<file path="src/rtl/arf_pkg.sv">
// Shared definitions for the parametrised address register file.
package arf_pkg;

   localparam int unsigned FS_W = 2;

   typedef logic [FS_W-1:0] funsel_t;

   localparam funsel_t FS_DEC  = 2'b00;
   localparam funsel_t FS_INC  = 2'b01;
   localparam funsel_t FS_LOAD = 2'b10;
   localparam funsel_t FS_CLR  = 2'b11;

endpackage : arf_pkg

</file>
<file path="src/rtl/arf_cell.sv">
// One address register: dec/inc/load/clear with saturate-or-wrap at the
// unsigned bounds, plus a combinational flag when an enabled inc/dec hits a bound.
module arf_cell
   import arf_pkg::*;
#(
   parameter int unsigned      WIDTH   = 8,
   parameter logic [WIDTH-1:0] RST_VAL = '0
) (
   input  logic             clk,
   input  logic             rst_n,
   input  logic             e_i,
   input  logic [1:0]       funsel_i,
   input  logic             sat_en_i,
   input  logic [WIDTH-1:0] d_i,
   output logic [WIDTH-1:0] q_o,
   output logic             hit_c_o
);

   localparam logic [WIDTH-1:0] ALL_ONES = {WIDTH{1'b1}};
   localparam logic [WIDTH-1:0] ALL_ZERO = {WIDTH{1'b0}};

   logic [WIDTH-1:0] q_q;
   logic [WIDTH-1:0] q_d;

   // Next value and bound detection; a bound hit flags in both modes.
   always_comb begin
      q_d     = q_q;
      hit_c_o = 1'b0;
      if (e_i) begin
         case (funsel_i)
            FS_DEC: begin
               if (q_q == ALL_ZERO) begin
                  hit_c_o = 1'b1;
                  q_d     = sat_en_i ? ALL_ZERO : ALL_ONES;
               end else begin
                  q_d = q_q - WIDTH'(1);
               end
            end
            FS_INC: begin
               if (q_q == ALL_ONES) begin
                  hit_c_o = 1'b1;
                  q_d     = sat_en_i ? ALL_ONES : ALL_ZERO;
               end else begin
                  q_d = q_q + WIDTH'(1);
               end
            end
            FS_LOAD: q_d = d_i;
            FS_CLR:  q_d = ALL_ZERO;
            default: q_d = q_q;
         endcase
      end
   end

   always_ff @(posedge clk or negedge rst_n) begin
      if (!rst_n) begin
         q_q <= RST_VAL;
      end else begin
         q_q <= q_d;
      end
   end

   assign q_o = q_q;

endmodule : arf_cell

</file>
<file path="src/rtl/arf_param.sv">
// Parametrised address register file: multi-hot shared-function writes,
// two combinational read ports, wrap-event flag and automatic PC history.
module arf_param
   import arf_pkg::*;
#(
   parameter int unsigned      WIDTH    = 8,
   parameter int unsigned      NREGS    = 4,
   parameter int unsigned      SEL_W    = $clog2(NREGS),
   parameter int unsigned      PC_IDX   = 3,
   parameter int unsigned      PCP_IDX  = 2,
   parameter int unsigned      SP_IDX   = 1,
   parameter logic [WIDTH-1:0] SP_RESET = {WIDTH{1'b1}}
) (
   input  logic             clk,
   input  logic             rst_n,
   input  logic [WIDTH-1:0] i,
   input  logic [1:0]       funsel,
   input  logic [NREGS-1:0] r_sel,
   input  logic             sat_en,
   input  logic [SEL_W-1:0] out_a_sel,
   input  logic [SEL_W-1:0] out_b_sel,
   output logic [WIDTH-1:0] out_a,
   output logic [WIDTH-1:0] out_b,
   output logic             wrap_evt
);

   localparam int unsigned NSLOT = 32'(1) << SEL_W;

   if (NREGS < 4 || SEL_W < $clog2(NREGS) ||
       PC_IDX >= NREGS || PCP_IDX >= NREGS || SP_IDX >= NREGS ||
       PC_IDX == PCP_IDX || PC_IDX == SP_IDX || PCP_IDX == SP_IDX) begin : g_param_err
      $error("arf_param: NREGS/SEL_W/PC_IDX/PCP_IDX/SP_IDX parameters are inconsistent");
   end

   logic [WIDTH-1:0] q [NREGS];
   logic [WIDTH-1:0] slot [NSLOT];
   logic [NREGS-1:0] hit_c;
   logic             pc_auto_c;
   logic             wrap_q;
   logic             wrap_d;

   // PC written without an explicit PC_past write: PC_past captures the old PC.
   assign pc_auto_c = r_sel[PC_IDX] & ~r_sel[PCP_IDX];

   for (genvar k = 0; k < NREGS; k++) begin : g_cell
      logic             e_c;
      logic [1:0]       fs_c;
      logic [WIDTH-1:0] d_c;

      if (k == PCP_IDX) begin : g_pcp
         assign e_c  = r_sel[k] | pc_auto_c;
         assign fs_c = r_sel[k] ? funsel : FS_LOAD;
         assign d_c  = r_sel[k] ? i : q[PC_IDX];
      end else begin : g_std
         assign e_c  = r_sel[k];
         assign fs_c = funsel;
         assign d_c  = i;
      end

      arf_cell #(
         .WIDTH   (WIDTH),
         .RST_VAL ((k == SP_IDX) ? SP_RESET : {WIDTH{1'b0}})
      ) u_cell (
         .clk      (clk),
         .rst_n    (rst_n),
         .e_i      (e_c),
         .funsel_i (fs_c),
         .sat_en_i (sat_en),
         .d_i      (d_c),
         .q_o      (q[k]),
         .hit_c_o  (hit_c[k])
      );
   end

   // Selects beyond NREGS land on zero-filled slots.
   for (genvar k = 0; k < NSLOT; k++) begin : g_slot
      if (k < NREGS) begin : g_reg
         assign slot[k] = q[k];
      end else begin : g_zero
         assign slot[k] = {WIDTH{1'b0}};
      end
   end

   assign out_a = slot[out_a_sel];
   assign out_b = slot[out_b_sel];

   assign wrap_d = |hit_c;

   always_ff @(posedge clk or negedge rst_n) begin
      if (!rst_n) begin
         wrap_q <= 1'b0;
      end else begin
         wrap_q <= wrap_d;
      end
   end

   assign wrap_evt = wrap_q;

endmodule : arf_param

</file>
<file path="config.mk">
export PLATFORM = sky130hd
export DESIGN_NAME = arf_param
export DESIGN_NICKNAME = d
export VERILOG_FILES = /design/src/rtl/arf_pkg.sv /design/src/rtl/arf_cell.sv /design/src/rtl/arf_param.sv
export SDC_FILE = /design/constraint.sdc
export NUM_CORES = 1
export LEC_CHECK = 0
export BUFFER_PORTS_ARGS = -buffer_cell sky130_fd_sc_hd__buf_4
export CORE_ASPECT_RATIO = 1.25
export CORE_MARGIN = 5
export CORE_UTILIZATION = 55
export CTS_BUF_LIST = sky130_fd_sc_hd__clkbuf_4
export CTS_CLUSTER_SIZE = 25
export DETAILED_ROUTE_END_ITERATION = 12
export PLACE_DENSITY_LB_ADDON = 0.1
export SYNTH_ARGS = -nofsm -noshare
export SYNTH_HDL_FRONTEND = slang
export SYNTH_SLANG_ARGS = --single-unit
export TNS_END_PERCENT = 20
</file>
<file path="constraint.sdc">
create_clock -name clk -period 2.9 [get_ports clk]
set_clock_uncertainty 0.1 [all_clocks]
set_input_delay 0 -clock clk [delete_from_list [all_inputs] [get_ports clk]]
set_output_delay 0 -clock clk [all_outputs]
set_load 0.1 [all_outputs]
</file>
# Yosys cells after proc, flatten, opt, wreduce, memory -nomap -nowiden

Cells that the tools add are included.

Add/subtract/negate cells: 8
Multiply operators: 0
Div/mod/pow operators: 0
Order comparisons: 2
Equality and inequality tests: 10
Shift operators: 0
Mux-type cells: 38
Bitwise operators: 5
Reductions and logical operators: 7

Operator list:

| operator            | number |
|---|---|
| $pmux 8 s4          | 4 |
| $mux 8              | 15 |
| $add 8x1->8 const B | 4 |
| $bmux 8 s2          | 2 |
| $eq 8x8->1 const B  | 4 |
| $logic_not 8->1     | 4 |
| $sub 8x1->8 const B | 4 |
| $mux 1              | 12 |
| $eq 2x2->1 const B  | 4 |
| $pmux 1 s2          | 4 |
| $ge 3x3->1 const B  | 2 |
| $not 2->3           | 2 |
| $eq 2x1->1 const B  | 2 |
| $logic_not 2->1     | 2 |
| $reduce_or 4->1     | 1 |
| $mux 2              | 1 |
| $and 1x1->1         | 1 |
| $not 1->1           | 1 |
| $or 1x1->1          | 1 |

Bits in registers: 33
Bits in latches: 0
Bits in writable memories: 0
ROM bits: 0
Input bits: 21
Output and inout port bits: 17
Logic and storage cells: 75
Memories: 0

# Longest topological paths before layout

Gate-level depths: netlist of run 1.

Depth after elaboration: 5
Depth in mapped cells: 9
Depth with buffers taken out: 7

# Modules after synthesis

From an unflattened synthesis of run 1, not the netlist that was laid out.

Cell total of the unflattened synthesis: 546
Area total of the unflattened synthesis: 4322.9 µm²

By module, submodules not included:

| module                          | instances | cells each | area an instance (µm²) | seq. area each (µm²) |
|---|---|---|---|---|
| arf_cell (g_cell[0].u_cell ...) | 3         | 128        | 943.4                  | 200.2 |
| arf_cell (g_cell[1].u_cell)     | 1         | 128        | 953.4                  | 210.2 |
| arf_param                       | 1         | 34         | 539.3                  | 25.0 |

# Worst setup path after synthesis of run 1

Ideal clock, no wire load.

Kind: register -> register
Start: register g_cell[1].u_cell.q_q[0]
End: register g_cell[1].u_cell.q_q[2]
Library setup time: 0.073 ns
Arrival: 1.979 ns
Required time: 2.727 ns
Setup slack: 0.748 ns
Stages on the path, launching flop included: 9
Buffers on the path: 1
Period minus slack after synthesis: 2.152 ns
Cells stage by stage: dfstp_2 -> clkbuf_1 -> inv_1 -> ha_1 -> nor3b_1 -> a31oi_1 -> a21boi_0 -> o31ai_1 -> a21oi_1

Cells in the longest elaborated chain, start to end: 3
Elaborated cells between the ends (all ways): 7
Classes of those cells: add/sub: 2; eq/ne: 1; mux: 3; reduce/logical: 1

Ends and longest elaborated chain:

| element                             | line                           | text |
|---|---|---|
| start: declaration                  | arf_cell.sv:22                 | `logic [WIDTH-1:0] q_q;` |
| start signal: assignment            | arf_cell.sv:58                 | `q_q <= q_d;` |
| $add 8x1->8 (tied with other cells) | arf_cell.sv:44                 | `q_d = q_q + WIDTH'(1);` |
| $mux 8, on equally long branches    | arf_cell.sv:40, arf_cell.sv:32 |  |
| $pmux 8 s4 (*)                      | arf_cell.sv:30                 | `case (funsel_i)` |

Every way passes the cells marked *; elsewhere a longest branch is shown, timed or not.
A chain may end at the register's enable or synchronous reset.

# Worst setup path after layout of run 1

Start: register g_cell[3].u_cell.q_q[5]
End: register g_cell[3].u_cell.q_q[5]

Cells in the longest elaborated chain, start to end: 3
Elaborated cells between the ends (all ways): 7
Classes of those cells: add/sub: 2; eq/ne: 1; mux: 3; reduce/logical: 1

Ends and longest elaborated chain:

| element                             | line |
|---|---|
| start: declaration                  | arf_cell.sv:22 |
| start signal: assignment            | arf_cell.sv:58 |
| $add 8x1->8 (tied with other cells) | arf_cell.sv:44 |
| $mux 8, on equally long branches    | arf_cell.sv:40, arf_cell.sv:32 |
| $pmux 8 s4 (*)                      | arf_cell.sv:30 |

Marked as above.

==> run_results.csv, run 1 <==
group,metric,value,unit
run_status,status,"completed",
synth,synth_top_area_share,15.9,%
critical_path,arrival,2.65,ns
clock_network,cts.clk_slew.worst_paths,0.13,ns
place,gp_congestion,0.995,
clock_network,post_cts_buffers,0,
critical_path,critPathRequiredTime,3.05,ns
global_route,grt_pass1_wl,21.1,mm
die,initial_core_util,56.4,%
die,core_area,0.00698,mm2
die,ios,38,
global_route,grt.busiest_layer,"met2",
global_route,met2_usage,49.1,%
routing,drt_wl_total,13.2,mm
critical_path,criticalPathCategory,"flip-flop to flip-flop",
synth,synthesis.area,0.00393,mm2
final_layout,final_cells,621,
clock_network,cts_tree,"done",
synth,yosysMostFrequentCell,"clkbuf_1",
die,dieHeight,105,um
critical_path,reg2reg_slack,0.40,ns
final_layout,layout-area-overhead-vs-synth,11.0,%
synth,avgSynthCellArea,7.59,um2
flow_run,drv_cap,0,
critical_path,critPathLaunchType,"flip-flop",
timing,relSlewSlack,36.7,%
global_route,grt_use_met1,38.0,%
routing,vias_per_cell,7.02,
timing,period_share,86.1,%
clock_network,cts_buffers,5,
synth,yosysTopAreaCell,"dfrtp_1",
critical_path,cp_max_fo,11,
global_route,grt_pass1_vias,4008,
power_and_ir_drop,peakVddDrop,0.449,mV
global_route,grt_use_met3,4.49,%
clock_network,cts_resized,0,
final_layout,fill_cells,681,
synth,yosysWarnings,0,
synth,ys_types,65,
clock_network,cts_root_buf,"clkbuf_4",
routing,drtPass1Iterations,6,
routing,wire_per_inst,21.2,um
final_layout,n_antenna_cell,0,
die,die_w,85.6,um
synth,syn_inst,518,
power_and_ir_drop,power_per_cell_area,608,mW/mm2
place,dpl.hpwl,9.53,mm
global_route,gr-total-overflow,0,
synth,synth-main-ff-cell,"dfrtp_1",
synth,async_reset_ff_share,100,%
final_layout,final_nets,563,
place,io_buffers,37,
clock_network,clock_path_buffers,2,
synth,synth-edff-count,0,
clock_network,postCtsHoldBufs,11,
final_layout,stdcell_area,0.00437,mm2
global_route,grt.total_usage,29.5,%
clock_network,clkLatencyLatePin,0.36,ns
routing,drcViolationCount,0,
clock_network,htreeDepth,2,
critical_path,worstSetupEndpointType,"flip-flop",
die,num_rows,34,
timing,worst_pin_slew,0.942,ns
timing,setup_viol,0,
timing,fin_setup_tns,0,ns
place,placed_area,0.00420,mm2
synth,netlist_top_cells_area,"dfrtp_1, mux4_2, dfstp_2, o21ai_0, a21oi_1",
synth,ys_ff_latch,33,
timing,rsz0062_at_grt,"false",
timing,fin_crit,2.50,ns
global_route,antenna_found_initial,0,
global_route,grt_start_max_net_pins,34,
power_and_ir_drop,p_leak,0.00168,uW
final_layout,drive_gt1_share,17.9,%
timing,fmax,0.400,GHz
clock_network,cts.sink_count,33,
synth,synth_commonest_cells,"clkbuf_1, nor2_1, nand2_1, o21ai_0, a21oi_1",
synth,synth_fp_nets,551,
power_and_ir_drop,totalPowerFinal,2660,uW
place,dp.cells,602,
die,die_area,0.00895,mm2
hold_path,hold_path_class,"input pin to flip-flop",
routing,drt-initial-drc-count,355,
timing,hold_violations,0,
synth,synth-seq-area-share,21.2,%
routing,ant_nets,0,
timing,report.final.slew_viol_count,0,
routing,vias,4360,
-- where the power goes --
part / switching, uW / total [uW] / internal, uW
combinational: 1000 / 1560 / 557
sequential: 245 / 809 / 564
clock: 189 / 291 / 102
total: 1430 / 2660 / 1220
-- area by class of cell --
type | instances | area, um2 | share of cell area (%)
multi-input combinational | 409 | 2810 | 64.4
sequential | 33 | 836 | 19.1
timing repair buffer | 59 | 470 | 10.8
tap | 90 | 113 | 2.58
inverter | 22 | 82.6 | 1.89
clock buffer | 6 | 45.0 | 1.03
clock inverter | 2 | 10.0 | 0.229
-- registers in the layout (all words and copies together), names as in the netlist --
signal and flops:
g_cell.u_cell.q_o 32, wrap_evt 1
-- cells by family (layout without fill, tap and decap cells) --
family                     after synthesis  count (layout)  share of synthesized area (%)
AOI/OAI and AO/OA                      186             186                           31.3
and+or+nand+nor                        178             178                           23.2
buffers and inverters                   76              89                           7.32
DFF                                     33              33                           21.2
muxes                                   21              21                           10.5
adders and majority gates               12              12                           3.82
xor gates and xnor gates                12              12                           2.67
-- through the flow --
stage | hold WS [ns] | setup WS, ns | utilization, %
global placement | -0.111 | 0.488 | 60.2
finish | 0.00485 | 0.403 | 62.6
floorplan | -0.396 | 0.748 | -
CTS | 0.00463 | 0.430 | 62.6
detailed placement | -0.109 | 0.454 | 60.2
global route | 0.0572 | 0.165 | 62.6
-- critical path, stage by stage (launching register included) --
cell     delay, ns
dfrtp_1       0.51
or4_4         0.61
o21ai_0       0.68
a31oi_1       0.14
o31ai_1       0.25
a21oi_1       0.10
-- layer usage --
metal | up-vias | share of wire [%]
met5 | - | 0
met4 | 0 | 4.1
met3 | 61 | 9.1
met2 | 278 | 48
met1 | 2034 | 39
li1 | 1987 | -
-- layout by cell type (no fill, tap or decap), drive strengths merged, types with 4 or more instances in the layout --
master and n:
dfrtp 25, o211ai 5, nand4 8, a21o 5, clkbuf 6, o21ai 42, nor3 20, or3 4
a221oi 5, and2 4, o22ai 4, nand2 42, dlygate4sd3 11, nor2b 6, nor2 43, xnor2 11
nor4 6, a211oi 10, ha 12, or4 6, nand3 14, a31o 5, a21oi 40, a22oi 9
a31oi 15, dfstp 8, inv 21, and4 5, buf 48, o31ai 13, nor3b 4, mux4 16
-- worst paths after layout --
kind,from,endpoint,depth (start not counted)
max,g_cell[3].u_cell.q_o[5],g_cell[3].u_cell.q_o[5],5
min,i[7],g_cell[1].u_cell.q_o[7],5
max reg2reg,g_cell[3].u_cell.q_o[5],g_cell[3].u_cell.q_o[5],5
min reg2reg,g_cell[1].u_cell.q_o[7],g_cell[1].u_cell.q_o[7],2
max in group asynchronous,rst_n,g_cell[1].u_cell.q_o[5],2
min in group asynchronous,rst_n,g_cell[0].u_cell.q_o[7],2
No activity file was read; power rests on OpenSTA's default activity.
==> run 2: changes to the inputs <==
--- a/config.mk
+++ b/config.mk
@@ -6,9 +6,11 @@
 export NUM_CORES = 1
 export LEC_CHECK = 0
 export BUFFER_PORTS_ARGS = -buffer_cell sky130_fd_sc_hd__buf_4
+export CELL_PAD_IN_SITES_DETAIL_PLACEMENT = 0
+export CELL_PAD_IN_SITES_GLOBAL_PLACEMENT = 1
 export CORE_ASPECT_RATIO = 1.25
 export CORE_MARGIN = 5
-export CORE_UTILIZATION = 55
+export CORE_UTILIZATION = 46
 export CTS_BUF_LIST = sky130_fd_sc_hd__clkbuf_4
 export CTS_CLUSTER_SIZE = 25
 export DETAILED_ROUTE_END_ITERATION = 12
==> run 2 against run 1 <==
  * Final area grew 1.6%
  * Register-to-register slack got worse by 0.20 ns
  * Global-route usage fell by 3.5 points
  * Critical path type unchanged
  * Highest routed layer unchanged
  * Critical endpoint is now g_cell[0].u_cell.q_o[3]
  * Sequential power down 3.5%
  * Wire length increased by 2.4%
  * Count of clock-buffer cells in the layout is 1 higher
  * Flip-flop and latch count unchanged
  * Combinational power up 3%
==> run_results.csv, run 2 (synthesized netlist as in run 1, its figures left out) <==
group,metric,value,unit
routing,wire_per_inst,21.3,um
timing,rsz0062_at_grt,"false",
clock_network,cts.sink_count,33,
power_and_ir_drop,power_per_cell_area,604,mW/mm2
clock_network,post_cts_buffers,0,
final_layout,n_antenna_cell,0,
timing,hold-worst-slack,0.0345,ns
final_layout,drive_gt1_share,19.0,%
global_route,grt.total_usage,26.0,%
run_status,status,"completed",
clock_network,cts_buffers,5,
power_and_ir_drop,totalPowerFinal,2680,uW
critical_path,cp_slowest_stage_delay,0.55,ns
final_layout,final_nets,568,
place,io_buffers,37,
critical_path,critPathSlowestCell,"dlygate4sd3_1",
timing,hold_violations,0,
timing,report.final.slew_viol_count,0,
timing,worst_pin_slew,1.16,ns
critical_path,critPathLaunchType,"flip-flop",
flow_run,drv_cap,0,
critical_path,critPathRequiredTime,3.04,ns
place,dpl.hpwl,9.97,mm
global_route,grt_pass1_vias,4011,
timing,fmax,0.370,GHz
clock_network,cts_tree,"done",
routing,drcViolationCount,0,
clock_network,clkLatencyLatePin,0.35,ns
global_route,grt_pass1_wl,21.5,mm
die,die_area,0.0105,mm2
timing,fin_crit,2.70,ns
global_route,grt_start_max_net_pins,34,
global_route,grt_use_met1,32.0,%
critical_path,criticalPathCategory,"flip-flop to flip-flop",
timing,setup_viol,0,
hold_path,whs_path_depth,5,
global_route,grt_use_met3,4.35,%
die,initial_core_util,47.5,%
final_layout,layout_commonest_cell,"buf_4",
routing,drt_wl_total,13.5,mm
final_layout,stdcell_area,0.00444,mm2
critical_path,cp_max_fo,10,
global_route,gr-total-overflow,0,
power_and_ir_drop,p_leak,0.00171,uW
die,num_rows,37,
die,core_area,0.00829,mm2
power_and_ir_drop,peakVddDrop,0.388,mV
routing,drtPass1Iterations,5,
routing,vias,4237,
final_layout,layout-area-overhead-vs-synth,12.8,%
final_layout,largest_reg_flops,32,
global_route,grt.busiest_layer,"met2",
global_route,met2_usage,45.0,%
place,gp_congestion,0.929,
critical_path,worstSetupEndpointType,"flip-flop",
clock_network,cts.clk_slew.worst_paths,0.12,ns
critical_path,reg2reg_depth,7,
clock_network,clock_path_buffers,2,
routing,drt-initial-drc-count,325,
die,die_w,92.7,um
timing,period_share,93.1,%
routing,vias_per_cell,6.69,
critical_path,arrival,2.84,ns
global_route,antenna_found_initial,0,
die,dieHeight,113,um
clock_network,htreeDepth,2,
critical_path,cp_cell_sequence,"ha_1 > nand4_1 > o31ai_4 > o21ai_0 > a222oi_1 > nor2_1 > dlygate4sd3_1",
die,ios,38,
final_layout,fin_util,53.6,%
timing,fin_setup_tns,0,ns
hold_path,hold_path_class,"input pin to flip-flop",
place,placed_area,0.00424,mm2
timing,relSlewSlack,22.2,%
clock_network,cts_root_buf,"clkbuf_4",
routing,ant_nets,0,
final_layout,most-common-layout-cells,"buf_4, nor2_1, o21ai_0, nand2_1, a21oi_1",
## run 2: cell count changes in the layout (fill, tap and decap cells not counted), sizes merged
cell | before | now
clkbuf | 6 | 7
clkinv | 3 | 2
buf | 48 | 52
dlygate4sd3 | 11 | 12
## run 2: path summary, 6_finish.rpt
kind | slack [ns] | end | startpoint
hold reg to reg | 0.44 | g_cell[1].u_cell.q_o[0] | g_cell[1].u_cell.q_o[0]
setup reg to reg | 0.20 | g_cell[0].u_cell.q_o[3] | g_cell[0].u_cell.q_o[1]
min in group asynchronous | 0.05 | g_cell[0].u_cell.q_o[3] | rst_n
max in group asynchronous | 2.26 | g_cell[0].u_cell.q_o[0] | rst_n
hold / removal | 0.03 | g_cell[1].u_cell.q_o[7] | i[7]
setup / recovery | 0.20 | g_cell[0].u_cell.q_o[3] | g_cell[0].u_cell.q_o[1]
## run 2: power breakdown
group,internal (uW),switching [uW],leakage [uW]
Clock,112,174,0.0000338
Combinational,578,1030,0.00128
Sequential,564,217,0.000394
## run 2: through the flow
step                setup WS (ns)  instances
floorplan                   0.748        518
global placement            0.411        613
detailed placement          0.414        613
CTS                        0.0443        633
global route               0.0203        633
finish                      0.200        633
## run 2: area by class of cell
cell class	instances	area, um2
Fill cell	809	3850
Multi-Input combinational cell	409	2830
Sequential cell	33	837
Timing Repair Buffer	64	510
Tap cell	97	121
Inverter	22	82.6
Clock buffer	7	52.6
Clock inverter	1	3.75
## run 2: repair_timing
item                                   CTS  global route
endpoints found under the hold margin   58             0
hold buffers                            12             0
setup endpoints to repair                0             1
resized for setup                        0             5
## run 2: per-layer routing
metal | share of wire [%] | vias up
li1 | - | 2000
met1 | 40 | 2014
met2 | 49 | 185
met3 | 6.8 | 38
met4 | 3.8 | 0
met5 | 0 | -
## run 2: worst max-delay path, delay by kind of cell, from the launching register on
kind            cells  cell delay (ns)
buf+inv             1             0.55
flops               1             0.53
simple gates        2             0.30
compound gates      3             0.77
fa+ha+maj           1             0.35
==> run 3: changes to the inputs <==
--- a/config.mk
+++ b/config.mk
@@ -5,15 +5,15 @@
 export SDC_FILE = /design/constraint.sdc
 export NUM_CORES = 1
 export LEC_CHECK = 0
-export BUFFER_PORTS_ARGS = -buffer_cell sky130_fd_sc_hd__buf_4
 export CELL_PAD_IN_SITES_DETAIL_PLACEMENT = 0
 export CELL_PAD_IN_SITES_GLOBAL_PLACEMENT = 1
 export CORE_ASPECT_RATIO = 1.25
 export CORE_MARGIN = 5
-export CORE_UTILIZATION = 46
+export CORE_UTILIZATION = 50
 export CTS_BUF_LIST = sky130_fd_sc_hd__clkbuf_4
 export CTS_CLUSTER_SIZE = 25
 export DETAILED_ROUTE_END_ITERATION = 12
+export DONT_BUFFER_PORTS = 1
 export PLACE_DENSITY_LB_ADDON = 0.1
 export SYNTH_ARGS = -nofsm -noshare
 export SYNTH_HDL_FRONTEND = slang
==> run 3 against run 2 <==
  * Count of clock-buffer cells in the layout down 1
  * Critical path depth up 1
  * Combinational power down 6%
  * Critical path type unchanged
  * Critical endpoint is now wrap_evt
  * Largest power group unchanged
==> run_results.csv, run 3 (synthesized netlist as in run 1, its figures left out) <==
group,metric,value,unit
global_route,gr-total-overflow,0,
power_and_ir_drop,peakVddDrop,0.311,mV
routing,ant_nets,0,
power_and_ir_drop,p_leak,0.00159,uW
timing,period_share,96.6,%
critical_path,arrival,2.95,ns
clock_network,post_cts_buffers,0,
power_and_ir_drop,totalPowerFinal,2700,uW
flow_run,drv_cap,0,
timing,fin_crit,2.80,ns
routing,drt_wl_total,14.4,mm
timing,hold_violations,0,
routing,wire_per_inst,23.9,um
timing,report.final.slew_viol_count,0,
die,ios,38,
place,dpl.hpwl,9.82,mm
run_status,status,"completed",
final_layout,multi_input_area,0.00282,mm2
final_layout,drive_gt1_share,12.4,%
die,core_area,0.00775,mm2
routing,drt-initial-drc-count,410,
clock_network,cts_tree,"done",
timing,fmax,0.357,GHz
clock_network,clock_path_buffers,2,
hold_path,whs_path_depth,4,
clock_network,cts_buffers,5,
clock_network,clkLatencyLatePin,0.37,ns
timing,setup_viol,0,
die,initial_core_util,50.8,%
place,dp.cells,572,
global_route,grt_pass1_vias,4060,
timing,worst_pin_slew,0.911,ns
clock_network,htreeDepth,2,
routing,drcViolationCount,0,
place,io_buffers,0,
global_route,antenna_found_initial,0,
final_layout,layout_commonest_cell,"nor2_1",
critical_path,worstSetupEndpointType,"flip-flop",
timing,fin_setup_tns,0,ns
clock_network,cts.clk_slew.worst_paths,0.13,ns
critical_path,critPathLaunchType,"flip-flop",
final_layout,final_nets,540,
routing,vias,4307,
global_route,grt_pass1_wl,22.6,mm
die,dieHeight,109,um
final_layout,final_cells,603,
final_layout,n_antenna_cell,0,
critical_path,cp_max_fo,12,
final_layout,ff_latch_area,837,um2
critical_path,reg2reg_depth,8,
routing,vias_per_cell,7.14,
power_and_ir_drop,power_per_cell_area,629,mW/mm2
timing,relSlewSlack,39.3,%
final_layout,layout-area-overhead-vs-synth,8.94,%
timing,rsz0062_at_grt,"false",
die,num_rows,36,
critical_path,criticalPathCategory,"flip-flop to flip-flop",
final_layout,most-common-layout-cells,"nor2_1, o21ai_0, nand2_1",
final_layout,fill_cells,749,
final_layout,largest_reg_flops,32,
hold_path,hold_path_class,"input pin to flip-flop",
clock_network,cts_root_buf,"clkbuf_4",
die,die_area,0.00975,mm2
place,gp_congestion,0.965,
global_route,grt.total_usage,30.7,%
die,die_w,89.3,um
final_layout,fin_util,55.3,%
routing,drtPass1Iterations,7,
critical_path,critPathRequiredTime,3.05,ns
global_route,grt_start_max_net_pins,22,
clock_network,cts.sink_count,33,
## run 3: changes by cell type in the layout (fill, tap and decap cells not counted), sizes merged
cell / before / now
buf: 52 / 15
bufinv: 0 / 1
clkbuf: 7 / 6
dlygate4sd3: 12 / 21
## run 3: metal layers
| metal | up-vias | part of all wire [%] | GRT usage [%] |
|---|---|---|---|
| li1 | 1946 | - | - |
| met1 | 2065 | 39 | 39.8 |
| met2 | 253 | 49 | 49.3 |
| met3 | 43 | 9.2 | 6.80 |
| met4 | 0 | 3.5 | 12.0 |
| met5 | - | 0 | 0 |
## run 3: report_power, final
| group | total, uW | internal, uW | switching [uW] |
|---|---|---|---|
| Clock | 382 | 189 | 193 |
| Sequential | 805 | 564 | 240 |
| Combinational | 1510 | 504 | 1010 |
| Total | 2700 | 1260 | 1440 |
## run 3: what timing repair did
| action | 4_1_cts | 5_1_grt |
|---|---|---|
| setup endpoints to repair | 0 | 1 |
| endpoints found under the hold margin | 66 | 0 |
| hold buffers | 23 | 0 |
| gates resized for setup | 0 | 3 |
## run 3: through the flow
step	worst slack [ns]	cell area (um2)	hold WS (ns)
global route	0.0143	4290	0.00912
floorplan	0.748	3930	-0.396
CTS	0.0390	4270	0.000843
detailed placement	0.543	3950	-0.395
global placement	0.541	3950	-0.395
finish	0.0989	4290	0.00329
## run 3: layout make-up
class | instances | area share (%)
clock buffers | 6 | 1.05
clock inverters | 2 | 0.788
inverters | 22 | 1.93
multi-input cells | 409 | 65.8
flip-flops and latches | 33 | 19.5
well taps | 95 | 2.77
repair buffers | 36 | 8.12
## run 3: critical path: stages, from the launching register on
cell,delay [ns]
dfrtp_1,0.62
inv_1,0.16
ha_1,0.27
nor3b_1,0.17
and2_1,0.27
a221o_1,0.31
o21ai_0,0.10
a21oi_1,0.09
dlygate4sd3_1,0.58
## run 3: final timing paths
kind / start / endpoint / slack, ns
min in group asynchronous: rst_n / g_cell[0].u_cell.q_o[7] / 0.49
max in group asynchronous: rst_n / g_cell[3].u_cell.q_o[0] / 1.86
worst min register to register: g_cell[1].u_cell.q_o[2] / g_cell[1].u_cell.q_o[2] / 0.51
worst max register to register: g_cell[0].u_cell.q_o[0] / wrap_evt / 0.1
worst min-delay path: funsel[0] / g_cell[0].u_cell.q_o[6] / 0.003
worst max-delay path: g_cell[0].u_cell.q_o[0] / wrap_evt / 0.1
